## src/rtl/param_stack.sv

```systemverilog
// param_stack: parametrised LIFO with registered top-of-stack, count/empty/full status and overflow/underflow pulses.
// Optional build macro PARAM_STACK_STICKY_ERR_EN makes `error` sticky until reset;
// without it `error` pulses together with overflow/underflow.
// The top entry lives in a register; the DEPTH-1 lower levels sit in an unreset array
// read combinationally so a pop completes in the same edge.
module param_stack #(
  parameter int DATA_WIDTH = 8,
  parameter int DEPTH      = 32,
  parameter int CNT_WIDTH  = $clog2(DEPTH + 1)
) (
  input  logic                  clk,
  input  logic                  reset,
  input  logic                  push,
  input  logic                  pop,
  input  logic [DATA_WIDTH-1:0] data_in,
  output logic [DATA_WIDTH-1:0] data_out,
  output logic [CNT_WIDTH-1:0]  count,
  output logic                  empty,
  output logic                  full,
  output logic                  overflow,
  output logic                  underflow,
  output logic                  error
);
  localparam int AW = (DEPTH > 2) ? $clog2(DEPTH - 1) : 1;
  logic [DATA_WIDTH-1:0] mem_q [DEPTH-1];
  logic [DATA_WIDTH-1:0] top_q, top_d, rd;
  logic [CNT_WIDTH-1:0]  cnt_q, cnt_d;
  logic                  empty_q, empty_d, full_q, full_d;
  logic                  ovf_q, ovf_d, unf_q, unf_d, err_q, err_d;
  logic                  do_push, do_pop, wr_en;
  logic [AW-1:0]         wr_idx, rd_idx;
  // Next-state: a push while empty ignores a simultaneous pop; push+pop on a non-empty stack replaces the top
  always_comb begin
    do_push = push & (pop ? empty_q : ~full_q);
    do_pop  = pop & ~push & ~empty_q;
    wr_en   = do_push & ~empty_q;
    wr_idx  = AW'(cnt_q - CNT_WIDTH'(1));
    rd_idx  = AW'(cnt_q - CNT_WIDTH'(2));
    rd      = (cnt_q >= CNT_WIDTH'(2)) ? mem_q[rd_idx] : '0;
    top_d   = (push & (pop | ~full_q)) ? data_in : do_pop ? rd : top_q;
    cnt_d   = cnt_q + CNT_WIDTH'(do_push) - CNT_WIDTH'(do_pop);
    empty_d = cnt_d == '0;
    full_d  = cnt_d == CNT_WIDTH'(DEPTH);
    ovf_d   = push & ~pop & full_q;
    unf_d   = pop & empty_q;
`ifdef PARAM_STACK_STICKY_ERR_EN
    err_d   = err_q | ovf_d | unf_d;
`else
    err_d   = ovf_d | unf_d;
`endif
  end
  // Top register and status flags, all reset; reset wins over any strobe
  always_ff @(posedge clk) begin
    if (reset) begin
      top_q   <= '0;
      cnt_q   <= '0;
      empty_q <= 1'b1;
      full_q  <= 1'b0;
      ovf_q   <= 1'b0;
      unf_q   <= 1'b0;
      err_q   <= 1'b0;
    end else begin
      top_q   <= top_d;
      cnt_q   <= cnt_d;
      empty_q <= empty_d;
      full_q  <= full_d;
      ovf_q   <= ovf_d;
      unf_q   <= unf_d;
      err_q   <= err_d;
    end
  end
  // Lower levels: the old top spills into the array on a push into a non-empty stack
  always_ff @(posedge clk) begin
    if (!reset && wr_en) mem_q[wr_idx] <= top_q;
  end
  assign data_out  = top_q;
  assign count     = cnt_q;
  assign empty     = empty_q;
  assign full      = full_q;
  assign overflow  = ovf_q;
  assign underflow = unf_q;
  assign error     = err_q;
endmodule

```

## config.mk

```make
export PLATFORM = sky130hd
export DESIGN_NAME = param_stack
export DESIGN_NICKNAME = d
export VERILOG_FILES = /design/src/rtl/param_stack.sv
export SDC_FILE = /design/constraint.sdc
export NUM_CORES = 1
export LEC_CHECK = 0
export CAP_MARGIN = 20
export CORE_MARGIN = 2
export CORE_UTILIZATION = 25
export CTS_CLUSTER_DIAMETER = 60
export DETAILED_ROUTE_END_ITERATION = 8
export HOLD_SLACK_MARGIN = 0.1
export PLACE_DENSITY_LB_ADDON = 0.2
export SETUP_SLACK_MARGIN = 0.02
export SKIP_LAST_GASP = 1
export SLEW_MARGIN = 10
export SYNTH_ARGS = -nofsm -noshare
export SYNTH_HDL_FRONTEND = slang
export SYNTH_SLANG_ARGS = --single-unit
```

## constraint.sdc

```tcl
create_clock -name clk -period 3.1 [get_ports clk]
set_clock_uncertainty 0.2 [all_clocks]
set_input_delay 0.62 -clock clk [delete_from_list [all_inputs] [get_ports clk]]
set_output_delay 0.62 -clock clk [all_outputs]
set_load 0.02 [all_outputs]
```

After elaboration in Yosys (flattened, before gate mapping)
Memories as Yosys holds them, arrays and structs flattened.
Cells that the tools add are included.
{ "totals": {"reg_bits": 19, "latchBits": 0, "ramBits": 248, "rom_bits": 0, "input_bits": 12, "output_inout_bits": 19, "wordCells": 38, "n_memories": 1} }
{ "memory_table": {"columns": ["memory", "words", "width", "rd", "rd_ports_with_merged_regs", "write_ports", "line", "source"], "rows": [
  ["mem_q", 31, 8, 1, 0, 1, "25", "logic [DATA_WIDTH-1:0] mem_q [DEPTH-1];"]
]} }
{ "op_classes": {"n_addsub": 4, "mul": 0, "n_div": 0, "magnitude_cmp": 1, "n_eq_ne": 1, "shift": 0, "muxes": 6, "n_bitwise": 14, "n_reduce_logical": 4} }
{ "op_table": {"columns": ["op", "count"], "rows": [
  ["$mux 8", 3],
  ["$and 1x1->1", 8],
  ["$add 6x1->6", 1],
  ["$eq 6x6->1 const B", 1],
  ["$ge 6x2->1 const B", 1],
  ["$logic_not 6->1", 1],
  ["$sub 6x1->6", 1],
  ["$sub 5x1->5 const B", 1],
  ["$sub 5x2->5 const B", 1],
  ["$not 1->1", 4],
  ["$mux 1", 3],
  ["$or 1x1->1", 2],
  ["$reduce_bool 2->1", 1],
  ["$logic_and 1x1->1", 1],
  ["$logic_not 1->1", 1]
]} }

Logic depth before layout (Yosys ltp)
{ "logic_depth": {"depth_word": 7, "mapped_depth": 12, "mapped_depth_nobuf": 11} }

Worst setup path before layout
Ideal clock, no wire load.
{ "synth_path": {"path_kind": "reg-to-reg", "start": "register cnt_q[1], in the netlist count[1]", "end": "register top_q[0], in the netlist data_out[0]", "setup_time_ns": 0.120, "arrival_ns": 3.086, "required_ns": 2.780, "path_slack_ns": -0.306, "path_stages_with_launch": 10, "path_buffers": 4, "period_less_slack_ns": 3.406, "path_cell_list": "dfxtp_1 -> buf_2 -> buf_2 -> buf_1 -> inv_1 -> ha_1 -> xor2_1 -> buf_2 -> mux4_2 -> a211o_1"} }
{ "synth_via": {"elab_chain_len": 5, "elab_cells_between_ends": 6, "classes_between": "add/sub: 1; order compare: 1; mux: 3; memory: 1"} }
{ "synth_rtl": {"columns": ["element", "line", "source"], "rows": [
  ["from (decl)", "27", "logic [CNT_WIDTH-1:0] cnt_q, cnt_d;"],
  ["from (signal assigned)", "64", "cnt_q <= cnt_d;"],
  ["$sub 5x2->5", "38", "rd_idx = AW'(cnt_q - CNT_WIDTH'(2));"],
  ["$mem_v2 31x8", null, null],
  ["$mux 8 (*)", "39", "rd = (cnt_q >= CNT_WIDTH'(2)) ? mem_q[rd_idx] : '0;"],
  ["$mux 8 (*) (2 in a row)", "40", "top_d = (push & (pop | ~full_q)) ? data_in : do_pop ? rd : top_q;"],
  ["to (signal assigned)", "63", "top_q <= top_d;"],
  ["to (decl)", "26", "logic [DATA_WIDTH-1:0] top_q, top_d, rd;"]
]} }
Mark *: on every way between the ends. The rest lies on a longest branch, timed or not. The select of a mux whose other input is x is not followed.
A chain may end at the register's enable or synchronous reset.

Final worst setup path
{ "layout_path": {"start": "input port pop", "end": "register full_q, in the netlist full"} }
{ "layout_via": {"elab_chain_len": 5, "elab_cells_between_ends": 7, "classes_between": "add/sub: 2; eq/ne: 1; mux: 1; bitwise: 3"} }
{ "layout_rtl": {"columns": ["element", "line", "source"], "rows": [
  ["from (decl)", "14", "input logic pop,"],
  ["$mux 1", "34", "do_push = push & (pop ? empty_q : ~full_q);"],
  ["$and 1x1->1", "34", null],
  ["$add 6x1->6", "41", "cnt_d = cnt_q + CNT_WIDTH'(do_push) - CNT_WIDTH'(do_pop);"],
  ["$sub 6x1->6 (*)", "41", null],
  ["$eq 6x6->1 (*)", "43", "full_d = cnt_d == CNT_WIDTH'(DEPTH);"],
  ["to (signal assigned)", "66", "full_q <= full_d;"],
  ["to (decl)", "28", "logic empty_q, empty_d, full_q, full_d;"]
]} }
Mark *: on every way between the ends. The rest lies on a longest branch, timed or not.

==> qor.csv <==
stage,metric,value,unit
setup_path,r2r-end,data_out[6],
worst_hold_path,hold_path_class,flip-flop to flip-flop,
power,p_total,11300,µW
timing,worst_pin_slew,0.714,ns
routing,drtIter0Drc,383,
layout,diodes,0,
layout,final_util,0.309,
power,power.leakage,0.00437,µW
setup_path,reg2reg_depth,7,
yosys,netlist_instances,580,
setup_path,worstPathArrival,3.16,ns
global_route,grt.total_usage,0.120,
cts,ctsHoldBuffers,0,
timing,fin_crit,2.91,ns
timing,grt_setup_unrepaired,false,
setup_path,required,3.35,ns
placement,port_buffers,30,
yosys,yosys_warnings,0,
layout,drive_above_1_share,0.241,
die,die_w,212,µm
yosys,yosysSeqAreaShare,0.720,
die,coreArea,43000,µm²
setup_path,critPathLaunch,pop,
setup_path,timing_worst_setup_path_type,input pin to flip-flop,
global_route,grt_pass1_wl,39500,µm
layout,fin_nets,713,
placement,dpl.hpwl,17700,µm
routing,viasPerCell,4.38,
yosys,yosysTopAreaCellShare,0.685,
timing,fin_crit_sh,0.939,
placement,post-place-ws,-0.377,ns
timing,drv_slew,0,
cts,cts_tree,yes,
yosys,ys.flop_type,edfxtp_1,
timing,fmax,0.344,GHz
cts,cts.sinks,267,
timing,slew_headroom,0.522,
layout,syn_to_final_growth,22.2,%
routing,wire_per_inst,20.7,µm
cts,cts-root-buf,clkbuf_16,
routing,vias,5681,
yosys,syn_area,10900,µm²
worst_hold_path,min_path_cells,2,
global_route,antenna_found_initial,1,
global_route,grt_overflow,0,
timing,timing_hold_violations_final,0,
global_route,grt_max_degree,79,
die,pin_count,31,
power,peakVddDrop,0.000403,V
yosys,synth_edf_count,248,
setup_path,endpoint,full,
setup_path,start_kind,input pin,
setup_path,regToRegSetupSlack,0.28,ns
cts,clkTransAtPathRegs,0.06,ns
die,die_area,45100,µm²
timing,setup_viol,0,
die,row_count,76,
setup_path,critPathMaxFanout,3,
routing,ant_nets,0,
yosys,synth.distinct_cells,52,
die,initial_utilization,0.253,
routing,drt_pass1_iterations,5,
setup_path,end_kind,flip-flop,
cts,cts.htree.levels,1,
cts,cts_buffers,31,
global_route,grt_pass1_vias,5926,
power,powerDensity,852,nW/µm²
yosys,netlist_top_cells_area,"edfxtp_1 69%, mux4_2 9.7%, mux4_1 3.6%",
routing,drt-total-wl,26800,µm
placement,globalplace.congestion,0.814,
yosys,async_flop_share,0,
cts,clockBufferDepth,3,
die,die_h,212,µm
run,drv_cap,0,
cts,insertion_delay,0.55,ns
setup_path,rr_startpoint,count[4],
timing,fin_ws,0.190,ns
yosys,ys_seq_elements,267,
status,status,"finished, final reports clean",
routing,drc,0,
yosys,synth_top_cell_by_area,edfxtp_1,
yosys,synth_nets,604,
yosys,avgSynthCellArea,18.7,µm²
## metrics by stage
step                area [µm²]  std cells  TNS (ns)  hold slack, ns
CTS                      13300       1296         0           0.325
finish                   13300       1296         0           0.325
detailed placement       12300       1241     -1.25           0.317
global route             13300       1296         0           0.348
global placement         12300       1241    -0.959           0.316
floorplan                10900        580         0           0.364
## worst min-delay path by stage
| stage | to | startpoint |
|---|---|---|
| 2_1_floorplan | overflow | full |
| 3_3_place_gp | overflow | full |
| 3_5_place_dp | overflow | full |
| 4_1_cts | overflow | full |
| 5_1_grt | overflow | full |
| 6_report | overflow | full |
## kinds of logic after synthesis
group / count (synthesis) / share of synthesized area
adders and majority gates: 12 / 0.0145
xor gates and xnor gates: 9 / 0.00726
AOI/OAI and AO/OA: 52 / 0.0335
buffers and inverters: 43 / 0.0206
DFF: 267 / 0.720
muxes: 85 / 0.155
and+or+nand+nor: 112 / 0.0487
## registers in the layout (all words and copies together) (netlist names)
name	count
error	1
underflow	1
empty	1
full	1
overflow	1
mem_q	248
data_out	8
count	6
## cells in the final DEF, fill, tap and decap left out, types with 12 or more instances in the layout
cell,n
edfxtp_1,248
buf_4,71
mux4_2,47
nor2_1,43
clkbuf_16,31
clkdlybuf4s50_1,30
mux2i_1,23
nand2_1,22
dfxtp_1,17
mux4_1,15
inv_1,14
nand3_1,12
a21oi_1,12
## per-layer routing
layer  wire length (µm)  track usage
met5                  0            0
met4                577       0.0304
met3               1100       0.0188
met2              12800        0.196
met1              12400        0.168
## worst max-delay path, stage by stage
cell	delay [ns]
clkdlybuf4s50_1	0.51
inv_2	0.05
a21boi_1	0.18
nand2_1	0.08
ha_1	0.27
inv_1	0.04
ha_1	0.21
a21oi_1	0.16
o21bai_1	0.13
and4_1	0.25
or3_1	0.40
nor4_2	0.28
## report_power, final
part           switching, µW  internal, µW
clock network           1410          1920
registers                109          4190
logic                   2160          1520
total                   3670          7630
## synth_stat cells (2+ instances only)
| cell type | count |
|---|---|
| o31ai_1 | 3 |
| nor2b_1 | 3 |
| dfxtp_1 | 19 |
| buf_6 | 3 |
| buf_1 | 4 |
| nand2_1 | 22 |
| edfxtp_1 | 248 |
| nand2b_1 | 3 |
| buf_2 | 8 |
| clkbuf_1 | 9 |
| nor4_1 | 8 |
| nor2_1 | 43 |
| a211o_1 | 7 |
| o22ai_1 | 8 |
| o21bai_1 | 2 |
| xor2_1 | 3 |
| and2_1 | 7 |
| inv_1 | 14 |
| mux4_1 | 15 |
| a211oi_1 | 6 |
| nand3_1 | 12 |
| buf_4 | 2 |
| ha_1 | 11 |
| mux2i_1 | 23 |
| mux4_2 | 47 |
| buf_8 | 2 |
| xnor2_1 | 6 |
| nor3_1 | 2 |
| or3_1 | 3 |
| a311oi_1 | 3 |
| a21oi_1 | 12 |
| a2111oi_0 | 2 |
## timing repair
| item | in CTS | in global routing |
|---|---|---|
| endpoints found under the hold margin | 0 | 0 |
| buffers inserted | 0 | 0 |
| gates resized for setup | 0 | 4 |
| endpoints found under the setup margin | 0 | 2 |
## cell type report
type,instances,area [µm²]
clock buffer,41,813
inverter,15,56.3
tap,585,732
fill,4246,29700
sequential,267,7830
clock inverter,14,113
timing repair buffer,104,893
multi-input combinational,270,2830
(Power assumes the default switching activity.)
